==> src/rtl/tiger_checkpoint_ctrl.sv <==
// Checkpoint/rollback initiator. Decides when architectural state is checkpointed
// (periodic timer or brownout) and when it is restored after supply loss.
module tiger_checkpoint_ctrl #(
   parameter int unsigned CKPT_PERIOD    = 1000,
   parameter int unsigned DRAIN_TIMEOUT  = 16,
   parameter int unsigned RESTORE_CYCLES = 2,
   parameter int unsigned CNT_WIDTH      = 16
) (
   input  logic                 clk,
   input  logic                 reset_n,
   input  logic                 power_good,
   input  logic                 voltage_low,
   input  logic                 ckpt_enable,
   input  logic                 pipe_idle,
   output logic                 stall_req,
   output logic                 checkpoint,
   output logic                 checkpointdone,
   output logic                 poweron,
   output logic                 ckpt_abort,
   output logic                 ckpt_valid,
   output logic [CNT_WIDTH-1:0] ckpt_count
);

   localparam int unsigned PER_W = (CKPT_PERIOD    > 1) ? $clog2(CKPT_PERIOD)    : 1;
   localparam int unsigned DRN_W = (DRAIN_TIMEOUT  > 1) ? $clog2(DRAIN_TIMEOUT)  : 1;
   localparam int unsigned RST_W = (RESTORE_CYCLES > 1) ? $clog2(RESTORE_CYCLES) : 1;

   localparam logic [PER_W-1:0] PER_LAST = PER_W'(CKPT_PERIOD - 1);
   localparam logic [DRN_W-1:0] DRN_LAST = DRN_W'(DRAIN_TIMEOUT - 1);
   localparam logic [RST_W-1:0] RST_LAST = RST_W'(RESTORE_CYCLES - 1);

   typedef enum logic [2:0] {
      S_OFF,
      S_RESTORE,
      S_RUN,
      S_DRAIN,
      S_COMMIT
   } state_t;

   state_t               state, state_nx;
   logic [PER_W-1:0]     period_cnt, period_cnt_nx;
   logic [DRN_W-1:0]     drain_cnt, drain_cnt_nx;
   logic [RST_W-1:0]     restore_cnt, restore_cnt_nx;
   logic                 stall_nx, checkpoint_nx, done_nx, poweron_nx, abort_nx;
   logic                 valid_nx;
   logic [CNT_WIDTH-1:0] count_nx;
   logic                 trigger;

   // State register
   always_ff @(posedge clk or negedge reset_n) begin
      if (!reset_n) state <= S_OFF;
      else          state <= state_nx;
   end

   assign trigger = (ckpt_enable && (period_cnt == PER_LAST)) || voltage_low;

   // Next-state, counter and output decode
   always_comb begin
      state_nx       = state;
      period_cnt_nx  = period_cnt;
      drain_cnt_nx   = drain_cnt;
      restore_cnt_nx = restore_cnt;
      valid_nx       = ckpt_valid;
      count_nx       = ckpt_count;
      stall_nx       = 1'b1;
      checkpoint_nx  = 1'b0;
      done_nx        = 1'b0;
      poweron_nx     = 1'b0;
      abort_nx       = 1'b0;

      case (state)
         S_OFF: begin
            if (power_good) begin
               state_nx       = ckpt_valid ? S_RESTORE : S_RUN;
               restore_cnt_nx = '0;
            end
         end
         S_RESTORE: begin
            period_cnt_nx = '0;
            if (restore_cnt == RST_LAST) state_nx = S_RUN;
            else                         restore_cnt_nx = restore_cnt + RST_W'(1);
         end
         S_RUN: begin
            if (trigger) begin
               state_nx      = S_DRAIN;
               period_cnt_nx = '0;
               drain_cnt_nx  = '0;
            end else if (ckpt_enable) begin
               period_cnt_nx = period_cnt + PER_W'(1);
            end
         end
         S_DRAIN: begin
            if (pipe_idle)                  state_nx = S_COMMIT;
            else if (drain_cnt == DRN_LAST) state_nx = S_RUN;
            else                            drain_cnt_nx = drain_cnt + DRN_W'(1);
         end
         S_COMMIT: state_nx = S_RUN;
         default:  state_nx = S_OFF;
      endcase

      // Supply loss overrides every other event, abandoning any checkpoint
      if (!power_good) state_nx = S_OFF;

      abort_nx = (state == S_DRAIN) && (state_nx == S_RUN);

      // Commit bookkeeping lands together with the checkpointdone pulse
      if (state_nx == S_COMMIT) begin
         valid_nx = 1'b1;
         count_nx = ckpt_count + CNT_WIDTH'(1);
      end

      case (state_nx)
         S_RESTORE: poweron_nx = 1'b1;
         S_RUN:     stall_nx = 1'b0;
         S_DRAIN:   checkpoint_nx = 1'b1;
         S_COMMIT: begin
            checkpoint_nx = 1'b1;
            done_nx       = 1'b1;
         end
         default: ;
      endcase
   end

   // Counters and registered outputs
   always_ff @(posedge clk or negedge reset_n) begin
      if (!reset_n) begin
         period_cnt     <= '0;
         drain_cnt      <= '0;
         restore_cnt    <= '0;
         stall_req      <= 1'b1;
         checkpoint     <= 1'b0;
         checkpointdone <= 1'b0;
         poweron        <= 1'b0;
         ckpt_abort     <= 1'b0;
         ckpt_valid     <= 1'b0;
         ckpt_count     <= '0;
      end else begin
         period_cnt     <= period_cnt_nx;
         drain_cnt      <= drain_cnt_nx;
         restore_cnt    <= restore_cnt_nx;
         stall_req      <= stall_nx;
         checkpoint     <= checkpoint_nx;
         checkpointdone <= done_nx;
         poweron        <= poweron_nx;
         ckpt_abort     <= abort_nx;
         ckpt_valid     <= valid_nx;
         ckpt_count     <= count_nx;
      end
   end

endmodule

==> config.mk <==
export PLATFORM = sky130hd
export DESIGN_NAME = tiger_checkpoint_ctrl
export DESIGN_NICKNAME = d
export VERILOG_FILES = /design/src/rtl/tiger_checkpoint_ctrl.sv
export SDC_FILE = /design/constraint.sdc
export NUM_CORES = 1
export LEC_CHECK = 0
export BUFFER_PORTS_ARGS = -buffer_cell sky130_fd_sc_hd__buf_2
export CAP_MARGIN = 20
export CORE_MARGIN = 2
export CORE_UTILIZATION = 50
export CTS_CLUSTER_SIZE = 25
export DETAILED_ROUTE_END_ITERATION = 6
export PLACE_DENSITY = 0.71
export SETUP_SLACK_MARGIN = 0.5
export SLEW_MARGIN = 20
export SYNTH_ARGS = -nofsm -noshare
export SYNTH_HDL_FRONTEND = slang
export SYNTH_SLANG_ARGS = --single-unit
==> constraint.sdc <==
create_clock -name clk -period 1.7 [get_ports clk]
set_input_delay 0.51 -clock clk [delete_from_list [all_inputs] [get_ports clk]]
set_output_delay 0.51 -clock clk [all_outputs]
set_load 0.03 [all_outputs]
# Word level (Yosys, flattened, before mapping)
# Cells that the tools add are included.
# W data, S select, Z words.
totals:
  register_bits: 40
  in_bits: 6
  output_inout_bits: 22
  elab_cells: 62
op_classes:
  add_sub_neg: 4
  n_eq_ne: 15
  mux: 21
  reduce_logical: 11
ops:
  columns: ["cell", "n"]
  rows:
  - ["$mux W10", 2]
  - ["$pmux W10 S2", 1]
  - ["$add A16 B1 Y16 const B", 1]
  - ["$mux W3", 5]
  - ["$pmux W3 S5", 1]
  - ["$eq A3 B2 Y1 const B", 4]
  - ["$mux W4", 3]
  - ["$add A10 B1 Y10 const B", 1]
  - ["$eq A10 B10 Y1 const B", 1]
  - ["$ne A2 B2 Y1 const B", 4]
  - ["$pmux W4 S2", 1]
  - ["$eq A3 B1 Y1 const B", 2]
  - ["$eq A3 B3 Y1 const B", 2]
  - ["$mux W1", 6]
  - ["$reduce_bool A2 Y1", 3]
  - ["$add A4 B1 Y4 const B", 1]
  - ["$eq A4 B4 Y1 const B", 1]
  - ["$reduce_and A2 Y1", 2]
  - ["$reduce_and A4 Y1", 1]
  - ["$logic_not A3 Y1", 1]
  - ["$ne A3 B3 Y1 const B", 1]
  - ["$logic_and A1 B1 Y1", 2]
  - ["$mux W2", 1]
  - ["$pmux W1 S2", 1]
  - ["other kinds (3)", 3]

# Logic depth before layout (Yosys ltp)
logic_depth:
  word_depth: 9
  depth_mapped: 6
  depth_no_buf: 5

# Worst setup path before layout
# Ideal clock, no wire load.
synth_timing:
  kind: "reg-to-reg"
  start: "reg state[0]"
  end: "reg period_cnt[6]"
  setup_time_ps: 78
  t_arrival_ps: 1493
  required_ps: 1622
  setup_slack_ps: 129
  stages_incl_launch_ff: 6
  path_buffers: 1
  period_less_slack_ps: 1571
  cell_sequence: "dfrtp_1 buf_6 nand2b_4 o21a_4 or4_1 a21oi_1"
synth_via:
  elab_chain_len: 3
  word_cells_on_any_way: 6
  cone_classes: "eq/ne: 3; mux: 1; reduce/logical: 2"
synth_rtl:
  columns: ["element", "line", "rtl"]
  rows:
  - ["start, declared", "40", "state_t state, state_nx;"]
  - ["start signal, assigned", "52", "else state <= state_nx;"]
  - ["$eq A3 B2 Y1 / $eq A3 B1 Y1 (equally long branches)", "71", "case (state)"]
  - ["$ne A3 B3 Y1 (no line) / $reduce_bool A2 Y1 (equally long branches)", null, null]
  - ["$reduce_and A2 Y1 (no line)", null, null]
  - ["end signal, assigned", "138", "period_cnt <= period_cnt_nx;"]
  - ["end, declared", "41", "logic [PER_W-1:0] period_cnt, period_cnt_nx;"]
# Several ways; a longest one is shown, not always the timed one.
# A chain may end at the register's enable or synchronous reset.

# Worst setup path after layout
layout_timing:
  start: "reg period_cnt[3]"
  end: "reg period_cnt[6]"
layout_via:
  elab_chain_len: 5
  word_cells_on_any_way: 9
  cone_classes: "add/sub: 1; eq/ne: 2; mux: 3; reduce/logical: 3"
layout_rtl:
  columns: ["element"]
  rows:
  - ["branches (longest 5 deep; another with $add A10 B1 Y10)"]
# Several ways; the timed one is not identified. The select of a mux whose other input is x is not followed.

==> impl_metrics.toml <==
[placement]
global_placement_routability_congestion = 0.784
buffer_ports.inserted = 27
dp_cells = 258
hpwl_mm = 2.83
dp_worst_setup_slack_ns = -0.0145

[logic_synthesis]
synth_top_cells_by_area = "dfrtp_1, xnor2_1, nand2_1"
synthesis.area_per_instance_sq_um = 10.5
synthesis.nets = 192
syn-cell-area_sq_um = 1920
post_synth_inst_count = 183
synth-warning-count = 0
synth.distinct_cells = 44
synth_async_sr_flop_share = 1.00
post-synth-top-area-cell = "dfrtp_1"
postSynthRegisterBits = 40
synth_sequential_area_ratio = 0.523
synth_ff_type = "dfrtp_1"
synth-edff-count = 0
post-synth-top-area-fraction = 0.509

[sta]
drv_slew = 0
achievable-frequency_mhz = 594
setup_violations = 0
final_period_minus_worst_setup_slack_ns = 1.68
setup_ws_ns = 0.0154
tightest_hold_margin_ns = 0.178
fin_worst_skew_ns = 0.00876
max_slew.worst_pin.slew_ns = 0.351
min_period_over_period = 0.991
rsz0062_at_grt = "true"
finalHoldViolations = 0
max-slew-margin-rel = 0.765

[detailed_routing]
antenna_left = 0
drt_iter0_markers = 160
detailedRoute.firstPassIterationCount = 4
via_total_after_detailed_routing = 1880
drt-vias-per-instance = 5.91
wl_mm = 6.17
wire_per_inst_microns = 19.4
drc = 0

[floorplanning]
die_w_microns = 65.9
floorplan.io_pins = 28
die_area_sq_um = 4340
rows = 22
die_h_microns = 65.9
floorplan.initialDensity = 0.524
placeableCoreArea_sq_um = 3660

[worst_setup_path]
critPathRequiredTime_ns = 1.87
timing.critical_path.slowest_stage_cell = "dfrtp_1"
startpoint_type = "flop"
critical_path_peak_fanout = 5
critical_path.reg2reg.startpoint = "period_cnt[3]$_DFFE_PN0P_"
r2r_cells = 5
max_stage_delay_ns = 0.43
timing.critical_path.cells = "nand4bb_1, o31a_1, o31ai_4, buf_4, a21oi_2"
worst_setup_path_startpoint = "period_cnt[3]$_DFFE_PN0P_"
worst-setup-path-type = "flop to flop"
cp_data_arrival_time_ns = 1.86
worst_setup_path_end_kind = "flop"

[layout]
drive_gt1_frac = 0.581
finish.net_count = 278
antenna_cells = 0
final-instance-count-excl-fill = 318
syn2layout_area_growth_pct = 61.7

[clock_network]
worstSkewPairLatency_ns = 0.29
clock_tree_from_tritoncts = "built"
cts_inserted_buffers = 5
h-tree-depth = 2
cts-root-to-sink-buffers = 2
cts_num_sinks = 40
clock_root_buffer = "clkbuf_8"
cts.reportedPaths.clkPinSlew_ns = 0.08

[global_route]
wire_length_of_the_first_global_routing_pass_mm = 8.98
largest_net_degree_at_the_start_of_global_routing = 41
track_usage = 0.273
grt_overflow_total = 0
grt_antenna_before_repair = 0
vias_in_the_first_global_route = 1886

[job]
maxCapViolCount = 0

[outcome]
run_status = "finished clean"

[pwr]
vdd_ir_drop_max_uv = 1090
total_leakage_power_uw = 0.00144
p_per_cell_area_nw_per_um2 = 1140

[hold_path]
holdCritPathClass = "primary input to asynchronous set/reset pin"
timing repair:
| item | 4_1_cts | 5_1_grt |
|---|---|---|
| gates cloned | 0 | 0 |
| pin swaps | 20 | 25 |
| endpoints found under the setup margin | 58 | 60 |
| gates resized for setup | 80 | 29 |
| buffers inserted | 35 | 17 |
| hold buffers | 0 | 0 |
power by group:
| group | total (uW) | internal [uW] | switching [uW] |
|---|---|---|---|
| clock | 654 | 331 | 323 |
| sequential | 1300 | 1120 | 179 |
| combinational | 1590 | 756 | 829 |
synth_stat cells (2+ instances only):
| cell type | instances |
|---|---|
| o21ai_1 | 5 |
| nor3_2 | 2 |
| o21ai_0 | 4 |
| dfrtp_1 | 39 |
| xnor2_1 | 9 |
| nand2b_1 | 4 |
| or4_1 | 6 |
| nor2_1 | 12 |
| nand4_1 | 6 |
| ha_1 | 3 |
| o31ai_1 | 6 |
| a21oi_1 | 9 |
| xor2_1 | 8 |
| nand3_1 | 12 |
| inv_1 | 3 |
| a31oi_1 | 2 |
| and3_1 | 5 |
| or3_1 | 2 |
| nand2_1 | 19 |
| nor4_1 | 2 |
| nor3_1 | 2 |
metrics by stage:
step / total power (uW) / TNS (ns) / utilization / instance area, sq um
2_1_floorplan: 1990 / 0 / - / 2000
5_1_grt: 3700 / -0.0440 / 0.847 / 3100
6_report: 3540 / 0 / 0.847 / 3100
3_5_place_dp: 2170 / -0.0289 / 0.602 / 2200
3_3_place_gp: 2140 / 0 / 0.602 / 2200
4_1_cts: 3240 / 0 / 0.773 / 2830
cells in the final DEF (no fill, tap or decap), drive strengths merged, types with 2 or more instances in the layout:
cell type / instances
nor3: 4
nor2: 12
and3: 5
inv: 3
dfrtp: 39
o21ai: 9
nand2: 19
nand4: 6
a21oi: 9
xnor2: 9
nor4: 2
xor2: 8
or4: 6
or2: 2
a31oi: 2
buf: 83
or3: 2
nand2b: 5
clkbuf: 8
o31ai: 7
nand3: 12
ha: 3
cell type report:
| type | instances | area [sq um] |
|---|---|---|
| Clock buffer | 8 | 90.1 |
| Fill cell | 172 | 561 |
| Inverter | 3 | 11.3 |
| Multi-Input combinational cell | 136 | 1160 |
| Sequential cell | 40 | 1020 |
| Tap cell | 48 | 60.1 |
| Timing Repair Buffer | 83 | 751 |
cell families after synthesis:
group / Yosys count / synth area share
compound gates: 34 / 0.123
xor+xnor: 17 / 0.0777
fa+ha+maj: 3 / 0.0196
buf+inv: 7 / 0.0183
flops: 40 / 0.523
mux: 1 / 0.00587
simple gates: 81 / 0.233
worst max-delay path: cells and delay by family (launching register included):
kind                   cells  cell delay, ns
AOI/OAI and AO/OA          3            0.72
DFF                        1            0.43
and+or+nand+nor            1            0.22
buffers and inverters      1            0.19
per-layer routing:
| metal | track usage | vias to the layer above | share of wire |
|---|---|---|---|
| li1 | - | 842 | - |
| met1 | 0.335 | 940 | 0.39 |
| met2 | 0.453 | 68 | 0.52 |
| met3 | 0.0545 | 30 | 0.044 |
| met4 | 0.141 | 0 | 0.046 |
| met5 | 0 | - | 0 |
state kept, by name (all words and copies together) (netlist names):
| register | count |
|---|---|
| checkpoint | 1 |
| checkpointdone | 1 |
| ckpt_abort | 1 |
| ckpt_count | 16 |
| ckpt_valid | 1 |
| drain_cnt | 4 |
| period_cnt | 10 |
| poweron | 1 |
| restore_cnt | 1 |
| stall_req | 1 |
| state | 3 |
final timing paths:
kind | end | slack, ns
worst max-delay path | period_cnt[6]$_DFFE_PN0P_ | 0.02
worst min-delay path | period_cnt[9]$_DFFE_PN0P_ | 0.18
worst max register to register | period_cnt[6]$_DFFE_PN0P_ | 0.02
worst min register to register | drain_cnt[0]$_DFFE_PN0P_ | 0.54
max in group asynchronous | stall_req$_DFF_PN1_ | 1.27
min in group clk | period_cnt[1]$_DFFE_PN0P_ | 0.51
Note: power is estimated with default switching activity, not from simulation.
